--- src/rtl/expr_pipe.sv ---
// Two-stage, multi-lane arithmetic/logic pipeline with valid/ready handshake.
// Define EXPR_PIPE_SAT_EN to clamp overflowing add/sub instead of wrapping.
module expr_pipe #(
  parameter int unsigned WIDTH    = 6,
  parameter int unsigned CHANNELS = 3
) (
  input  logic                      clk,
  input  logic                      rst_n,
  input  logic                      in_valid,
  output logic                      in_ready,
  input  logic [2:0]                in_op,
  input  logic                      in_sgn,
  input  logic [CHANNELS*WIDTH-1:0] in_a,
  input  logic [CHANNELS*WIDTH-1:0] in_b,
  output logic                      out_valid,
  input  logic                      out_ready,
  output logic [CHANNELS*WIDTH-1:0] out_y,
  output logic [CHANNELS-1:0]       out_ovf,
  output logic [CHANNELS-1:0]       ovf_sticky,
  input  logic                      clr_sticky,
  output logic [15:0]               txn_cnt
);

  localparam int unsigned BUS_W = CHANNELS * WIDTH;
  localparam int unsigned SH_W  = (WIDTH < 3) ? WIDTH : 3;

`ifdef EXPR_PIPE_SAT_EN
  localparam bit SAT_EN = 1'b1;
`else
  localparam bit SAT_EN = 1'b0;
`endif

  // One lane's result: {ovf, y}
  function automatic logic [WIDTH:0] lane_eval(
    input logic [2:0]       op,
    input logic             sgn,
    input logic [WIDTH-1:0] a,
    input logic [WIDTH-1:0] b
  );
    logic [WIDTH:0]   ea;
    logic [WIDTH:0]   eb;
    logic [WIDTH:0]   sum;
    logic [WIDTH:0]   dif;
    logic [WIDTH+6:0] shl;
    logic [2:0]       sh;
    logic [WIDTH-1:0] smax;
    logic [WIDTH-1:0] smin;
    logic [WIDTH-1:0] y;
    logic             ovf;
    ea   = {sgn & a[WIDTH-1], a};
    eb   = {sgn & b[WIDTH-1], b};
    sum  = ea + eb;
    dif  = ea - eb;
    sh   = 3'(b[SH_W-1:0]);
    shl  = {7'd0, a} << sh;
    smax = sgn ? {1'b0, {(WIDTH-1){1'b1}}} : {WIDTH{1'b1}};
    smin = sgn ? {1'b1, {(WIDTH-1){1'b0}}} : {WIDTH{1'b0}};
    y    = '0;
    ovf  = 1'b0;
    case (op)
      3'd0: begin
        ovf = sgn ? (sum[WIDTH] ^ sum[WIDTH-1]) : sum[WIDTH];
        y   = sum[WIDTH-1:0];
        if (SAT_EN && ovf) y = (sgn && sum[WIDTH]) ? smin : smax;
      end
      3'd1: begin
        ovf = sgn ? (dif[WIDTH] ^ dif[WIDTH-1]) : dif[WIDTH];
        y   = dif[WIDTH-1:0];
        // Unsigned underflow is the only unsigned sub overflow, so it clamps low
        if (SAT_EN && ovf) y = (!sgn || dif[WIDTH]) ? smin : smax;
      end
      3'd2: y = ~(a ^ b);
      3'd3: begin
        y   = shl[WIDTH-1:0];
        ovf = |shl[WIDTH+6:WIDTH];
      end
      3'd4: y = sgn ? WIDTH'($signed(a) >>> sh) : (a >> sh);
      3'd5: y = sgn ? WIDTH'($signed(a) >= $signed(b)) : WIDTH'(a >= b);
      3'd6: y = WIDTH'(a == b);
      default: y = b[WIDTH-1] ? a : ~a;
    endcase
    return {ovf, y};
  endfunction

  logic             r_s1_valid;
  logic [2:0]       r_s1_op;
  logic             r_s1_sgn;
  logic [BUS_W-1:0] r_s1_a;
  logic [BUS_W-1:0] r_s1_b;
  logic             r_s2_valid;
  logic [BUS_W-1:0] r_s2_y;
  logic [CHANNELS-1:0] r_s2_ovf;
  logic [CHANNELS-1:0] r_sticky;
  logic [15:0]      r_cnt;

  logic             w_s2_adv;
  logic             w_s1_adv;
  logic             w_xfer;
  logic [BUS_W-1:0] w_y;
  logic [CHANNELS-1:0] w_ovf;

  assign w_s2_adv = !r_s2_valid || out_ready;
  assign w_s1_adv = !r_s1_valid || w_s2_adv;
  assign w_xfer   = r_s2_valid && out_ready;

  for (genvar k = 0; k < CHANNELS; k++) begin : g_lane
    assign {w_ovf[k], w_y[k*WIDTH +: WIDTH]} =
      lane_eval(r_s1_op, r_s1_sgn, r_s1_a[k*WIDTH +: WIDTH], r_s1_b[k*WIDTH +: WIDTH]);
  end

  // Pipeline stages, transfer counter and sticky overflow
  always_ff @(posedge clk) begin
    if (!rst_n) begin
      r_s1_valid <= 1'b0;
      r_s1_op    <= '0;
      r_s1_sgn   <= 1'b0;
      r_s1_a     <= '0;
      r_s1_b     <= '0;
      r_s2_valid <= 1'b0;
      r_s2_y     <= '0;
      r_s2_ovf   <= '0;
      r_sticky   <= '0;
      r_cnt      <= '0;
    end else begin
      if (w_s1_adv) begin
        r_s1_valid <= in_valid;
        if (in_valid) begin
          r_s1_op  <= in_op;
          r_s1_sgn <= in_sgn;
          r_s1_a   <= in_a;
          r_s1_b   <= in_b;
        end
      end
      if (w_s2_adv) begin
        r_s2_valid <= r_s1_valid;
        r_s2_y     <= w_y;
        r_s2_ovf   <= w_ovf;
      end
      if (clr_sticky) r_sticky <= '0;
      else if (w_xfer) r_sticky <= r_sticky | r_s2_ovf;
      if (w_xfer) r_cnt <= r_cnt + 16'd1;
    end
  end

  assign in_ready   = rst_n & w_s1_adv;
  assign out_valid  = r_s2_valid;
  assign out_y      = r_s2_y;
  assign out_ovf    = r_s2_ovf;
  assign ovf_sticky = r_sticky;
  assign txn_cnt    = r_cnt;

endmodule

--- config.mk ---
export PLATFORM = sky130hd
export DESIGN_NAME = expr_pipe
export DESIGN_NICKNAME = d
export VERILOG_FILES = /design/src/rtl/expr_pipe.sv
export SDC_FILE = /design/constraint.sdc
export NUM_CORES = 1
export LEC_CHECK = 0
export CELL_PAD_IN_SITES_DETAIL_PLACEMENT = 1
export CELL_PAD_IN_SITES_GLOBAL_PLACEMENT = 2
export CORE_ASPECT_RATIO = 1.75
export CORE_MARGIN = 1.5
export CORE_UTILIZATION = 34
export DETAILED_ROUTE_END_ITERATION = 10
export GPL_TIMING_DRIVEN = 0
export PLACE_DENSITY = 0.82
export SLEW_MARGIN = 15
export SYNTH_ARGS = -nofsm -noshare
export SYNTH_HDL_FRONTEND = slang
export SYNTH_SLANG_ARGS = --single-unit
--- constraint.sdc ---
create_clock -name clk -period 3.1 [get_ports clk]
set_input_delay 0.31 -clock clk [delete_from_list [all_inputs] [get_ports clk]]
set_output_delay 0.31 -clock clk [all_outputs]
set_load 0.01 [all_outputs]
After elaboration in Yosys (flattened, before gate mapping)

Cells that the tools add are included.
Widths: inputs -> output; s select.

Eq/ne operators: 9
Reduce and logical (&&, ||, !) cells: 11
Bitwise operators: 24
Mux-type cells: 21
Add/subtract/negate cells: 7
$lt $le $gt $ge: 6
Shift operators: 9

Operators with widths:

| operator              | number |
|---|---|
| $pmux 6 s7            | 3 |
| $shl 6x3->13          | 3 |
| $ge 6x6->1            | 6 |
| $mux 6                | 6 |
| $not 6->6             | 6 |
| $add 7x7->7           | 3 |
| $reduce_or 7->1       | 3 |
| $sub 7x7->7           | 3 |
| $eq 6x6->1            | 3 |
| $shr 6x3->6           | 3 |
| $sshr 6x3->6          | 3 |
| $xor 6x6->6           | 3 |
| $add 16x1->16 const B | 1 |
| $eq 3x3->1 const B    | 3 |
| $mux 1                | 9 |
| $pmux 1 s3            | 3 |
| $and 1x1->1           | 7 |
| $eq 3x2->1 const B    | 2 |
| $xor 1x1->1           | 6 |
| $eq 3x1->1 const B    | 1 |
| $logic_not 3->1       | 1 |
| $or 3x3->3            | 1 |
| $logic_not 1->1       | 2 |
| $logic_or 1x1->1      | 2 |
| other kinds (4)       | 4 |

Bits of input ports: 45
Register bits after elaboration: 82
Word-level logic and storage cells: 97
Output and inout port bits: 42

Longest topological paths before layout

Depth after elaboration: 5
Depth in mapped cells: 10
Mapped depth without buffers: 10

Worst setup path before layout

OpenSTA, ideal clock, no wires.

Path type: flip-flop to flip-flop
Start point: register r_s1_b[13]
End point: register r_s2_ovf[2] (netlist: out_ovf[2])
Cell stages (with the launch flop): 11
Arrival time: 2.284 ns
Required time: 3.026 ns
Library setup time: 0.074 ns
Period minus slack after synthesis: 2.358 ns
Setup slack: 0.742 ns
Path buffers: 2
Path through: dfxtp_1 > buf_4 > clkbuf_1 > inv_1 > fa_1 > o21bai_2 > a2111oi_4 > xnor2_1 > nor4_1 > o21ai_1 > a31oi_1

Cells in the longest elaborated chain, start to end: 4
Elaborated cells on any way between the ends: 9
Classes of those cells: add/sub: 2; shift: 1; mux: 3; bitwise: 2; reduce/logical: 1

RTL lines:

| element                                           | line   | RTL |
|---|---|---|
| start: declaration                                | 89     | `logic [BUS_W-1:0] r_s1_b;` |
| start signal: assignment                          | 131    | `r_s1_b <= in_b;` |
| $sub 7x7->7 / $add 7x7->7 (equally long branches) | 53, 52 |  |
| $xor 1x1->1 (on tied branches)                    | 67, 62 |  |
| $mux 1 (on tied branches)                         | 67, 62 |  |
| $pmux 1 s3 *                                      | 60     | `case (op)` |
| end signal: assignment                            | 137    | `r_s2_ovf <= w_ovf;` |
| end: declaration                                  | 92     | `logic [CHANNELS-1:0] r_s2_ovf;` |

Mark *: on every way between the ends. The rest lies on a longest branch, timed or not.
A chain may end at the register's enable or synchronous reset.

Final worst setup path

Start point: register r_s1_b[8]
End point: register r_s2_ovf[1] (netlist: out_ovf[1])

Same word-level chain as after synthesis.

==> reports/metrics.cfg <==
[timing]
fin_crit_ns = 2.92
max_freq_mhz = 343
rsz0062_at_grt = false
post-route-period-util_pct = 94.1
setup_viol_count_final = 0
worst_slew_margin_rel_pct = 21.4
setup_tns_ns = 0
hold_viol = 0
fin_ws_ns = 0.184
hold_slack_ns = 0.469
fin_skew_ns = 0.00945
worstMarginPinSlew_ns = 1.17
drv_slew = 0

[synthesis]
synth_area_per_cell_um2 = 7.64
ys_ff_latch = 82
synthCells = 983
synth_area_leaders = dfxtp_1 (22%), nand2_1 (7.0%), ha_1 (6.7%), mux4_2 (4.5%), a21boi_0 (4.4%)
synthAdderAreaFrac_pct = 8.27
ys.flop_type = dfxtp_1
async_flop_share_pct = 0
muxShareOfSynthArea_pct = 7.80
synth_area_mm2 = 0.00751
synth_top_family_by_area = compound AO/OA/AOI/OAI gates
synth_simple_gate_area_share_pct = 22.6
synth_enable_flop_cells = 0
synth_warnings = 0
ys_seq_area_share_pct = 21.9
postSynthNetCount = 1074
ys_types = 81
synthXorXnorAreaFrac_pct = 5.13
synth_top_area_share_pct = 21.9
synth_compound_gate_area_share_pct = 26.8
yosysTopAreaCell = dfxtp_1

[cells_and_area]
final_util_pct = 41.8
ff_latch_area_mm2 = 0.00164
area.growth.synth_to_final_pct = 20.2
diodes = 0
fill_cells = 2696
final_layout_size_suffix_gt1_share_pct = 8.39
layout.nets = 1170
multi_input_area_mm2 = 0.00530

[routing]
via_per_inst = 5.70
drt-wirelength-per-cell_um = 22.2
drt_wl_total_um = 30600
drtIter0Drc = 549
vias = 7847
first_pass_iters = 7
ant_nets = 0
drc = 0

[floorplanning]
die_y_um = 200
io_pins = 87
die-area_mm2 = 0.0230
design.core.area_mm2 = 0.0216
rows = 71
die_w_um = 115
start_util_pct = 34.8

[clock_tree]
clk_pin_slew_ns = 0.08
cts.sink_count = 82
clockRootBuffer = clkbuf_16
clock_path_buffers = 2
cts_tree = built
htreeDepth = 3
cts_buffers = 9
clk_latency_ns = 0.36

[place]
gp_congestion = 0.899
io_buffers = 86
dp_slack_ns = 0.152
place_hpwl_um = 24400

[power]
switchingPower_w = 0.00128
power_density_mw_per_mm2 = 380
seqPwrFrac_pct = 34.6
ir_worst_vdd_mv = 0.286
finalPower_w = 0.00343
clkPwrFrac_pct = 33.0
swShare_pct = 37.4
p_leak_nw = 3.33
p_comb_share_pct = 32.4
p_int_w = 0.00215

[min_path]
min_path_type = reg -> reg
holdPathStages = 2

[global_routing]
grt_max_degree = 18
antenna_found_initial = 1
grt.overflow.total = 0
use_met2_pct = 50.1
use_met3_pct = 3.76
grt_pass1_wl_um = 46800
busiest_layer = met2
gr-usage-met1_pct = 29.9
grt_usage_pct = 27.3
grt_pass1_vias = 8006

[setup_path]
setup.worst_path.class = reg -> reg
endpoint_kind = register
crit_fanout = 10
cp.required_ns = 3.35
arrival_ns = 3.16
r2r_cells = 10
setup.worst_path.start_class = register

[outcome]
status = finished, final reports clean

[run]
maxCapViolations = 0

==> power groups by stage <==
stage	clock network, W	registers [W]	logic, W
after detailed placement	0	0.00121	0.00110
after floorplan	0	0.00120	0.000690
after global placement	0	0.00121	0.00109
after CTS	0.00115	0.00118	0.00111
final	0.00113	0.00118	0.00111
after global routing	0.00119	0.00119	0.00121
==> sequential cells by signal (all words and copies together) (netlist names) <==
signal      count
out_ovf         3
out_valid       1
out_y          18
ovf_sticky      3
r_s1_a         18
r_s1_b         18
r_s1_op         3
r_s1_sgn        1
r_s1_valid      1
txn_cnt        16
==> layout by cell type (no fill, tap or decap), drive strengths merged, types with 39 or more instances in the layout <==
master and count:
clkdlybuf4s50 86, a21oi 60, o21ai 56, ha 40, clkbuf 54, buf 39
nor2 60, a21boi 45, inv 46, dfxtp 82, nand2 139
==> final timing paths <==
| path | end | slack, ns | from |
|---|---|---|---|
| worst min-delay path | ovf_sticky[0] | 0.47 | ovf_sticky[0] |
| worst min register to register | ovf_sticky[0] | 0.47 | ovf_sticky[0] |
| worst max-delay path | out_ovf[1] | 0.18 | r_s1_b[8] |
| worst max register to register | out_ovf[1] | 0.18 | r_s1_b[8] |
==> synthesized netlist by cell type, types with 24 or more instances <==
| master | n |
|---|---|
| a21boi_0 | 44 |
| a21oi_1 | 60 |
| buf_2 | 27 |
| clkbuf_1 | 43 |
| dfxtp_1 | 82 |
| ha_1 | 40 |
| inv_1 | 39 |
| nand2_1 | 139 |
| nand3_1 | 24 |
| nor2_1 | 60 |
| o21ai_0 | 54 |
| xnor2_1 | 24 |
==> cell families after synthesis <==
group           after synthesis
compound gates              291
buf+inv                     129
xor+xnor                     44
simple gates                352
mux                          39
fa+ha+maj                    46
flops                        82
==> layout make-up <==
class	count	share of cell area, %
sequential	82	18.2
multi-input combinational	772	58.7
inverter	44	1.83
clock buffer	9	2.50
buffer	84	4.41
tap	292	4.05
clock inverter	7	0.763
timing repair buffer	86	9.54
==> through the flow <==
step                      instances  instance area [um^2]
after CTS                      1377                  9030
final                          1376                  9020
after global routing           1376                  9020
after global placement         1361                  8730
after floorplan                 983                  7510
after detailed placement       1361                  8730
==> metal layers <==
| layer | part of all wire (%) | vias up |
|---|---|---|
| met1 | 39 | 3832 |
| met5 | 0 | - |
| met2 | 52 | 221 |
| met4 | 5.2 | 0 |
| li1 | - | 3716 |
| met3 | 3.5 | 78 |
==> critical path, stage by stage (launching register included) <==
cell and delay, ns:
dfxtp_1 0.35, buf_2 0.25, clkinv_1 0.34, ha_1 0.41, buf_6 0.14, nand2b_1 0.18
a2111oi_2 0.41, a2111oi_2 0.11, xnor2_1 0.15, xnor2_1 0.33, o21ai_1 0.12
==> timing repair <==
item / in CTS / in global routing
resized for setup: 0 / 1
setup buffers: 0 / 0
endpoints found under the setup margin: 0 / 2
hold buffers: 0 / 0
No activity file was read; power rests on OpenSTA's default activity.
